## src/rtl/clock_set_controller.sv

```systemverilog
// HH:MM:SS clock controller: 1 Hz prescaler, BCD time registers, RUN/SET_HOUR/SET_MIN mode FSM
// and a four-digit (HH:MM) scan scheduler with field blinking while editing.
module clock_set_controller #(
    parameter int TICK_DIV = 50000000,
    parameter int SCAN_DIV = 50000
) (
    input  logic       clk,
    input  logic       rst,
    input  logic       btn_mode,
    input  logic       btn_inc,
    output logic [7:0] hour_bcd,
    output logic [7:0] min_bcd,
    output logic [7:0] sec_bcd,
    output logic [1:0] mode,
    output logic       tick,
    output logic       led,
    output logic [3:0] digit_sel,
    output logic [3:0] digit_val
);

    localparam int PW = $clog2(TICK_DIV);
    localparam int SW = (SCAN_DIV > 1) ? $clog2(SCAN_DIV) : 1;

    typedef enum logic [1:0] {
        RUN      = 2'd0,
        SET_HOUR = 2'd1,
        SET_MIN  = 2'd2
    } mode_t;

    mode_t          r_mode, w_mode_next;
    logic [PW-1:0]  r_presc, w_presc_next;
    logic [SW-1:0]  r_scan_cnt, w_scan_cnt_next;
    logic [1:0]     r_scan_idx, w_scan_idx_next;
    logic [7:0]     r_hour, r_min, r_sec;
    logic [7:0]     w_hour_next, w_min_next, w_sec_next;
    logic           r_mode_prev, r_inc_prev;
    logic [3:0]     r_digit_sel, r_digit_val;
    logic           w_tick, w_mode_edge, w_inc_edge, w_inc_ok, w_leave_set_min;
    logic           w_scan_wrap, w_blink, w_blank;
    logic [3:0]     w_digit, w_digit_val_next;

    // BCD increment that wraps to 00 after max_v; units 9 rolls into the tens digit.
    function automatic logic [7:0] bcd_inc(input logic [7:0] v, input logic [7:0] max_v);
        logic [7:0] res;
        if (v == max_v)
            res = 8'h00;
        else if (v[3:0] == 4'd9)
            res = {v[7:4] + 4'd1, 4'd0};
        else
            res = {v[7:4], v[3:0] + 4'd1};
        return res;
    endfunction

    assign w_tick          = (r_presc == PW'(TICK_DIV - 1));
    assign w_mode_edge     = btn_mode & ~r_mode_prev;
    assign w_inc_edge      = btn_inc & ~r_inc_prev;
    assign w_inc_ok        = w_inc_edge & ~w_mode_edge;
    assign w_leave_set_min = (r_mode == SET_MIN) && w_mode_edge;
    assign w_scan_wrap     = (r_scan_cnt == SW'(SCAN_DIV - 1));

    always_comb begin
        w_mode_next = r_mode;
        case (r_mode)
            RUN:      if (w_mode_edge) w_mode_next = SET_HOUR;
            SET_HOUR: if (w_mode_edge) w_mode_next = SET_MIN;
            SET_MIN:  if (w_mode_edge) w_mode_next = RUN;
            default:  w_mode_next = RUN;
        endcase
    end

    always_comb begin
        w_presc_next = w_tick ? '0 : r_presc + PW'(1);
        if (w_leave_set_min)
            w_presc_next = '0;
    end

    always_comb begin
        w_sec_next  = r_sec;
        w_min_next  = r_min;
        w_hour_next = r_hour;
        case (r_mode)
            RUN: begin
                if (w_tick) begin
                    w_sec_next = bcd_inc(r_sec, 8'h59);
                    if (r_sec == 8'h59) begin
                        w_min_next = bcd_inc(r_min, 8'h59);
                        if (r_min == 8'h59)
                            w_hour_next = bcd_inc(r_hour, 8'h23);
                    end
                end
            end
            SET_HOUR: if (w_inc_ok) w_hour_next = bcd_inc(r_hour, 8'h23);
            SET_MIN: begin
                if (w_inc_ok)
                    w_min_next = bcd_inc(r_min, 8'h59);
                if (w_mode_edge)
                    w_sec_next = 8'h00;
            end
            default: ;
        endcase
    end

    // Display registers are loaded from next-state values so they line up with the time,
    // index and blink phase that become visible on the same edge.
    always_comb begin
        w_scan_cnt_next = w_scan_wrap ? '0 : r_scan_cnt + SW'(1);
        w_scan_idx_next = w_scan_wrap ? r_scan_idx + 2'd1 : r_scan_idx;
        w_blink         = (w_presc_next >= PW'(TICK_DIV / 2));
        case (w_scan_idx_next)
            2'd0:    w_digit = w_hour_next[7:4];
            2'd1:    w_digit = w_hour_next[3:0];
            2'd2:    w_digit = w_min_next[7:4];
            default: w_digit = w_min_next[3:0];
        endcase
        w_blank = w_blink &&
                  (((w_mode_next == SET_HOUR) && !w_scan_idx_next[1]) ||
                   ((w_mode_next == SET_MIN)  &&  w_scan_idx_next[1]));
        w_digit_val_next = w_blank ? 4'hF : w_digit;
    end

    always_ff @(posedge clk or negedge rst) begin
        if (!rst)
            r_mode <= RUN;
        else
            r_mode <= w_mode_next;
    end

    always_ff @(posedge clk or negedge rst) begin
        if (!rst) begin
            r_presc     <= '0;
            r_scan_cnt  <= '0;
            r_scan_idx  <= 2'd0;
            r_hour      <= 8'h00;
            r_min       <= 8'h00;
            r_sec       <= 8'h00;
            r_mode_prev <= 1'b0;
            r_inc_prev  <= 1'b0;
            r_digit_sel <= 4'b0001;
            r_digit_val <= 4'h0;
        end else begin
            r_presc     <= w_presc_next;
            r_scan_cnt  <= w_scan_cnt_next;
            r_scan_idx  <= w_scan_idx_next;
            r_hour      <= w_hour_next;
            r_min       <= w_min_next;
            r_sec       <= w_sec_next;
            r_mode_prev <= btn_mode;
            r_inc_prev  <= btn_inc;
            r_digit_sel <= 4'b0001 << w_scan_idx_next;
            r_digit_val <= w_digit_val_next;
        end
    end

    assign hour_bcd  = r_hour;
    assign min_bcd   = r_min;
    assign sec_bcd   = r_sec;
    assign mode      = r_mode;
    assign tick      = w_tick;
    assign led       = (r_presc < PW'(TICK_DIV / 2));
    assign digit_sel = r_digit_sel;
    assign digit_val = r_digit_val;

endmodule

```

## config.mk

```make
export PLATFORM = sky130hd
export DESIGN_NAME = clock_set_controller
export DESIGN_NICKNAME = d
export VERILOG_FILES = /design/src/rtl/clock_set_controller.sv
export SDC_FILE = /design/constraint.sdc
export NUM_CORES = 1
export LEC_CHECK = 0
export BUFFER_PORTS_ARGS = -buffer_cell sky130_fd_sc_hd__buf_4
export CAP_MARGIN = 20
export CORE_MARGIN = 2
export CORE_UTILIZATION = 60
export CTS_CLUSTER_SIZE = 20
export DETAILED_ROUTE_END_ITERATION = 10
export MAX_ROUTING_LAYER = met4
export PLACE_DENSITY = 0.89
export SYNTH_ARGS = -nofsm -noshare
export SYNTH_HDL_FRONTEND = slang
export SYNTH_SLANG_ARGS = --single-unit
```

## constraint.sdc

```tcl
create_clock -name clk -period 3.65 [get_ports clk]
set_clock_uncertainty 0.1 [all_clocks]
set_input_delay 0.5475 -clock clk [delete_from_list [all_inputs] [get_ports clk]]
set_output_delay 0.5475 -clock clk [all_outputs]
set_load 0.005 [all_outputs]
```

Word-level counts from Yosys, hierarchy flattened
Cells that the tools add are included.
Storage, ports and cells
  register bits after elaboration: 80
  input port bits: 4
  word-level logic and storage cells: 86
Cells by class
  add/subtract/negate cells: 9
  magnitude comparators: 2
  eq/ne operators: 17
  shift operators: 1
  mux-type cells: 28
  bitwise operators: 6
  reduce and logical (&&, ||, !) cells: 11
Operators by type and width (number)
  8-bit two-way mux: 15
  26-bit two-way mux: 2
  8-bit case mux with 2 select lines: 3
  26-bit by 1-bit adder with 26-bit output (second input constant): 1
  26-bit == test (second input constant): 1
  26-bit by 25-bit >= comparator with 1-bit output (second input constant): 1
  26-bit by 25-bit less-than comparator with 1-bit output (second input constant): 1
  4-bit by 1-bit adder with 4-bit output (second input constant): 6
  16-bit by 1-bit adder with 16-bit output (second input constant): 1
  16-bit == test (second input constant): 1
  8-bit by 7-bit == test with 1-bit output (second input constant): 2
  16-bit two-way mux: 1
  4-bit == test (second input constant): 3
  4-bit case mux with 3 select lines: 1
  8-bit by 6-bit == test with 1-bit output (second input constant): 1
  2-bit two-way mux: 4
  2-bit by 1-bit == test with 1-bit output (second input constant): 3
  2-bit == test (second input constant): 3
  2-bit case mux with 3 select lines: 1
  1-bit logical AND: 4
  2-bit zero test: 2
  4-bit two-way mux: 1
  2-bit inequality test (second input constant): 2
  4-bit AND reduction: 1
  9 further kinds: 13

Depth between registers and ports, before layout
Gate-level depths: netlist of the first run.
  depth after elaboration: 9
  mapped depth: 11

Worst setup path before layout of the first run
Ideal clock, no wire load.
  path type: in2reg
  from: input port btn_mode
  to: register r_digit_val[0], in the netlist digit_val[0]
  setup time: 142 ps
  arrival: 2641 ps
  data required time: 3408 ps
  path slack: 767 ps
  stages: 8
  path buffers: 0
  cell sequence: nor2b_1 -> or3b_2 -> or2_2 -> a21oi_2 -> mux2_4 -> or4bb_1 -> o211ai_1 -> o31ai_1
On the way
  elaborated cells between the ends (all ways): 22
  classes of those cells: 1 x order compare; 2 x eq/ne; 11 x mux; 3 x bitwise; 5 x reduce/logical
RTL lines
  start, declared: line 9  | input logic btn_mode,
  1-bit AND: line 55  | assign w_mode_edge = btn_mode & ~r_mode_prev;
  1-bit NOT: line 57  | assign w_inc_ok = w_inc_edge & ~w_mode_edge;
  1-bit AND: line 57
  8-bit two-way mux: line 94  | if (w_inc_ok)
  8-bit case mux with 2 select lines: line 81  | case (r_mode)
  named net w_min_next[4]: line 35  | logic [7:0] w_hour_next, w_min_next, w_sec_next;
  4-bit case mux with 3 select lines: line 109  | case (w_scan_idx_next)
  4-bit two-way mux: line 118  | w_digit_val_next = w_blank ? 4'hF : w_digit;
  named net w_digit_val_next[0]: line 40  | logic [3:0] w_digit, w_digit_val_next;
  end signal, assigned: line 150  | r_digit_val <= w_digit_val_next;
  end, declared: line 37  | logic [3:0] r_digit_sel, r_digit_val;
The timed path passes the listed nets, and every way through them passes these cells.
A chain may end at the register's enable or synchronous reset.

Worst setup path in the final report of the first run
  from: register r_presc[0]
  to: register r_digit_val[3], in the netlist digit_val[3]
On the way
  longest elaborated chain between the ends: 6
  elaborated cells between the ends (all ways): 12
  classes of those cells: 1 x add/sub; 1 x order compare; 1 x eq/ne; 8 x mux; 1 x reduce/logical
Ends and longest elaborated chain
  start, declared: line 31  | logic [PW-1:0] r_presc, w_presc_next;
  start signal, assigned: line 141  | r_presc <= w_presc_next;
  26-bit by 1-bit adder with 26-bit output or 26-bit == test (tied branches): line 72, 54
  26-bit two-way mux *: line 72  | w_presc_next = w_tick ? '0 : r_presc + PW'(1);
  26-bit two-way mux *: line 73  | if (w_leave_set_min)
  named net w_presc_next[19]: line 31
  26-bit by 25-bit >= comparator with 1-bit output *: line 108  | w_blink = (w_presc_next >= PW'(TICK_DIV / 2));
  1-bit logical AND *: line 115  | w_blank = w_blink &&
  4-bit two-way mux *: line 118
  named net w_digit_val_next[3]: line 40
Mark *: on every way through the listed nets, which the timed path passes. The rest lies on a longest branch.

==> results of run 1 <==
[how the worst max path moves through the flow]
stage	start	end	cells after the start
finish	r_presc[0]	digit_val[3]	9
detailed placement	btn_mode	digit_val[0]	9
floorplan	btn_mode	digit_val[0]	8
CTS	r_presc[0]	digit_val[3]	9
global placement	btn_mode	digit_val[0]	9
global route	r_presc[0]	digit_val[3]	9
[final cells by class]
class,count,area [µm²],area share [%]
clock inverter,3,43.8,0.887
inverter,16,60.1,1.22
tap,99,124,2.51
timing repair buffer,41,308,6.23
sequential,80,2000,40.6
multi-input combinational,342,2260,45.9
clock buffer,12,135,2.74
[per-stage QoR]
stage | instance area [µm²] | instances | utilization [%] | worst slack (ns)
CTS | 4940 | 593 | 68.8 | 0.545
finish | 4940 | 593 | 68.8 | 0.526
global placement | 4760 | 578 | 66.3 | 0.553
detailed placement | 4760 | 578 | 66.3 | 0.506
floorplan | 4410 | 455 | - | 0.767
global route | 4940 | 593 | 68.8 | 0.248
[power by group]
group,total (mW),switching (mW),internal (mW)
clock,0.628,0.314,0.313
sequential,1.43,0.326,1.10
combinational,0.855,0.426,0.429
total,2.91,1.07,1.85
[worst max-delay path: stages (launching register included)]
cell and delay, ns:
dfrtp_1 0.37, ha_1 0.23, and4_1 0.33, nand4b_1 0.22
nor2_1 0.37, or2_2 0.40, nor2_1 0.11, nor4b_1 0.15
a32oi_1 0.50, o311ai_1 0.19
[flip-flops by register name, indices dropped and copies added, names as in the netlist]
signal       flops
digit_sel        4
digit_val        4
hour_bcd         8
min_bcd          8
mode             2
r_inc_prev       1
r_mode_prev      1
r_presc         26
r_scan_cnt      16
r_scan_idx       2
sec_bcd          8
[synthesized netlist by cell type, drive strengths merged, types with 6 or more instances]
| cell type | n | area, µm² |
|---|---|---|
| dfrtp | 79 | 1980 |
| nor2 | 58 | 218 |
| nand2 | 31 | 116 |
| o21ai | 26 | 134 |
| nand3 | 24 | 125 |
| xnor2 | 21 | 184 |
| xor2 | 19 | 166 |
| inv | 16 | 60.1 |
| and3 | 14 | 87.6 |
| ha | 14 | 175 |
| buf | 10 | 58.8 |
| nand4 | 9 | 56.3 |
| o31ai | 9 | 67.6 |
| a21oi | 8 | 43.8 |
| and2 | 7 | 46.3 |
| clkbuf | 7 | 27.5 |
| mux2i | 7 | 70.1 |
| nor3 | 7 | 40.0 |
| o211ai | 7 | 57.6 |
| or2 | 7 | 43.8 |
| and4 | 6 | 52.6 |
| nand2b | 6 | 37.5 |
| nand3b | 6 | 45.0 |
[cell families after synthesis]
family                     count (synthesis)  share of synthesized area (%)
buffers and inverters                     33                           3.32
and+or+nand+nor                          209                           26.4
xor gates and xnor gates                  40                           7.94
AOI/OAI and AO/OA                         67                           10.0
DFF                                       80                           45.4
adders and majority gates                 15                           4.20
muxes                                     11                           2.78
[metal layers]
metal,track usage (%),part of all wire [%],vias up
li1,-,-,1670
met1,30.4,43,1689
met2,41.2,50,118
met3,4.27,4.8,17
met4,10.6,1.7,0
met5,-,0,-
[layout by cell type (no fill, tap or decap), drive strengths merged, types with 2 or more instances in the layout]
master | netlist | final
nand2b | 6 | 6
nand2 | 31 | 31
or4b | 2 | 2
ha | 14 | 14
clkinv | 0 | 2
and3 | 14 | 14
xor2 | 19 | 19
inv | 16 | 16
clkbuf | 7 | 12
or2 | 7 | 7
nor3 | 7 | 7
a21o | 2 | 2
a31oi | 2 | 2
and3b | 2 | 2
xnor2 | 21 | 21
buf | 10 | 41
o211ai | 7 | 7
or3 | 5 | 5
and2 | 7 | 7
nor2 | 58 | 58
nand3b | 6 | 6
nand4 | 9 | 9
nand3 | 24 | 24
nor3b | 3 | 3
mux2i | 7 | 7
nor2b | 5 | 5
o31ai | 9 | 9
nor4bb | 2 | 2
and4 | 6 | 6
a21oi | 8 | 8
nand4b | 2 | 2
o21ai | 26 | 26
nor4b | 5 | 5
nor4 | 4 | 4
mux2 | 4 | 4
dfrtp | 79 | 79
==> flow_summary.json, run 1 <==
{
  "cts_buffers": 9,
  "synth-edff-count": 0,
  "diodes": 0,
  "antenna_found_initial": 0,
  "ys.flop_type": "dfrtp_1",
  "yosys_warnings": 0,
  "synthToLayoutAreaGrowth_pct": 11.9,
  "ios": 40,
  "fillers": 512,
  "rows": 31,
  "grt_max_degree": 81,
  "hold_buffers": 0,
  "grt_pass1_wl_mm": 15.8,
  "firstDrtPassIters": 5,
  "relSlewSlack_pct": 34.6,
  "async_reset_ff_share_pct": 100,
  "critPathArrivalTime_ns": 3.24,
  "tritoncts": "done",
  "crit_required_ns": 3.77,
  "hold_start": "btn_mode",
  "h-tree-depth": 3,
  "crit_path_end_kind": "flip-flop",
  "die_height_um": 89.8,
  "clk_latency_ns": 0.36,
  "drt_wl_total_mm": 9.33,
  "synth-seq-area-share_pct": 45.4,
  "dieArea_um2": 8060,
  "rsz0062_at_grt": "false",
  "period_share_pct": 85.6,
  "min_to": "r_mode_prev",
  "gp_congestion": 0.891,
  "min_path_type": "in2reg",
  "synth.avg_cell_area_um2": 9.70,
  "setup_viol": 0,
  "status": "completed",
  "ff2ff_path_depth": 9,
  "syn-num-nets": 473,
  "reg2reg_to": "digit_val[3]",
  "p_leak_nw": 2.20,
  "track_usage_pct": 24.9,
  "avgRoutedWirePerCell_um": 15.7,
  "clock-sinks": 80,
  "ant_nets": 0,
  "core_um2": 7180,
  "root_buffer": "clkbuf_8",
  "postCtsSetupRepairBufs": 0,
  "slew_viol_final": 0,
  "regToRegStartpoint": "r_presc[0]",
  "grt_overflow": 0,
  "synthDistinctLibCells": 71,
  "clkTransAtPathRegs_ns": 0.09,
  "maxCapViolCount": 0,
  "fin_crit_ns": 3.12,
  "syn_inst": 455,
  "ys_ff_latch": 80,
  "p_total_mw": 2.91,
  "port_buffers": 39,
  "cp-start-kind": "flip-flop",
  "clockBufferDepth": 2,
  "drtIter0Drc": 305,
  "start_util_pct": 61.5,
  "viasPerCell": 5.89,
  "nNetsFinal": 508,
  "dieWidth_um": 89.8,
  "netlist_area_um2": 4410,
  "path_max_fanout": 16,
  "ir_worst_vdd_mv": 0.210,
  "fmax_ghz": 0.320,
  "num_vias": 3494,
  "whs_path_depth": 1,
  "holdWs_ns": 0.204,
  "reg2reg_slack_ns": 0.53,
  "grt_pass1_vias": 3427,
  "hpwlAfterDp_mm": 6.67,
  "finalSetupTns_ns": 0,
  "tightest_slew_ns": 0.980,
  "power_density_nw_per_um2": 590,
  "finalHoldViolations": 0,
  "drive_gt1_share_pct": 15.6,
  "cts_resized": 0,
  "worstSetupPathType": "reg2reg",
  "drc": 0
}
(Power assumes the default switching activity.)
==> run 2: changes to the inputs <==
ABC_AREA = 0   (was not set)
GPL_TIMING_DRIVEN = 0   (was not set)
==> flow_summary.json, run 2 (same netlist as run 1, synthesis figures left out) <==
{
  "h-tree-depth": 3,
  "design_area_um2": 5050,
  "ff2ff_path_depth": 11,
  "diodes": 0,
  "ios": 40,
  "critPathArrivalTime_ns": 3.35,
  "hold_buffers": 0,
  "gp_congestion": 0.892,
  "fin_crit_ns": 3.26,
  "antenna_found_initial": 0,
  "setup_slack_ns": 0.389,
  "dpl_worst_slack_ns": 0.434,
  "placed_cell_area_um2": 4830,
  "period_share_pct": 89.3,
  "largest_register_ffs": 26,
  "ir_worst_vdd_mv": 0.239,
  "cts_resized": 0,
  "clockBufferDepth": 2,
  "num_vias": 3566,
  "p_leak_nw": 2.27,
  "rsz0062_at_grt": "false",
  "clk_latency_ns": 0.35,
  "dieArea_um2": 8060,
  "holdWs_ns": -0.00607,
  "start_util_pct": 61.5,
  "rows": 31,
  "setup_viol": 0,
  "min_path_type": "in2async",
  "nNetsFinal": 524,
  "track_usage_pct": 24.4,
  "dieWidth_um": 89.8,
  "clock-sinks": 80,
  "synthToLayoutAreaGrowth_pct": 14.3,
  "reg_top3": "r_presc (26), r_scan_cnt (16)",
  "grt_pass1_vias": 3399,
  "drt_wl_total_mm": 9.37,
  "cts_buffers": 9,
  "status": "finished with violations",
  "worstSetupPathType": "reg2reg",
  "cp-start-kind": "flip-flop",
  "postCtsSetupRepairBufs": 0,
  "drtIter0Drc": 173,
  "core_um2": 7180,
  "top_register": "r_presc",
  "slew_viol_final": 0,
  "final_cell_mix": "dfrtp_1 (79), nor2_1 (58), buf_4 (40)",
  "grt_pass1_wl_mm": 15.7,
  "crit_required_ns": 3.74,
  "drive_gt1_share_pct": 17.4,
  "hpwlAfterDp_mm": 6.60,
  "finalHoldViolations": 8,
  "ant_nets": 0,
  "maxCapViolCount": 0,
  "path_max_fanout": 7,
  "fmax_ghz": 0.307,
  "die_height_um": 89.8,
  "clkTransAtPathRegs_ns": 0.08,
  "final_common_cell": "dfrtp_1",
  "finalSetupTns_ns": 0,
  "tightest_slew_ns": 0.732,
  "avgRoutedWirePerCell_um": 15.4,
  "firstDrtPassIters": 4,
  "port_buffers": 39,
  "crit_path_end_kind": "flip-flop",
  "relSlewSlack_pct": 50.8,
  "power_density_nw_per_um2": 589,
  "tritoncts": "done",
  "drc": 0,
  "grt_overflow": 0,
  "violations": "negative hold slack",
  "viasPerCell": 5.85,
  "root_buffer": "clkbuf_8",
  "grt_max_degree": 81
}
## run 2: final timing paths
kind | startpoint | to | slack, ns
max in group asynchronous | rst | digit_sel[0] | 2.85
setup reg to reg | r_scan_cnt[0] | digit_val[3] | 0.39
hold / removal | rst | min_bcd[2] | -0.006
min in group clk | btn_mode | r_mode_prev | 0.21
hold reg to reg | r_presc[0] | r_presc[0] | 0.37
setup / recovery | r_scan_cnt[0] | digit_val[3] | 0.39
## run 2: critical path: stages (launching register included)
cell	delay (ns)
dfrtp_1	0.38
ha_1	0.18
and3_1	0.24
and4_1	0.21
clkbuf_1	0.25
nand2_1	0.11
xor2_1	0.40
inv_2	0.17
mux2i_1	0.25
nor4b_1	0.09
a32oi_1	0.51
o311ai_1	0.21
## run 2: final cells by class
cell class | instances | area, µm²
multi-input combinational | 342 | 2260
fill | 503 | 2130
sequential | 80 | 2000
timing repair buffer | 40 | 320
clock buffer | 11 | 131
tap | 99 | 124
buffer | 17 | 86.3
inverter | 16 | 60.1
clock inverter | 5 | 56.3
## run 2: metrics by stage
step | cells | hold slack, ns | power [mW] | utilization (%)
5_1_grt | 610 | 0.0180 | 3.16 | 70.3
3_5_place_dp | 593 | 0.361 | 2.32 | 67.3
4_1_cts | 609 | 0.213 | 2.96 | 69.9
3_3_place_gp | 593 | 0.343 | 2.26 | 67.3
6_report | 610 | -0.00607 | 2.97 | 70.3
2_1_floorplan | 455 | 0.152 | 1.96 | -
## run 2: report_power, final
part           switching (mW)  internal [mW]  leakage [nW]
clock network           0.317          0.317        0.0937
registers               0.272           1.10          1.02
logic                   0.506          0.456          1.16
total                    1.10           1.88          2.27
## run 2: metal layers
metal  vias to the layer above  track usage [%]  part of all wire (%)  routed length [µm]
li1                       1699                -                     -                   -
met1                      1740             31.3                    45                4260
met2                       107             39.6                    49                4550
met3                        20             3.77                   4.1                 389
met4                         0             9.10                   1.9                 176
met5                         -                -                     0                   0
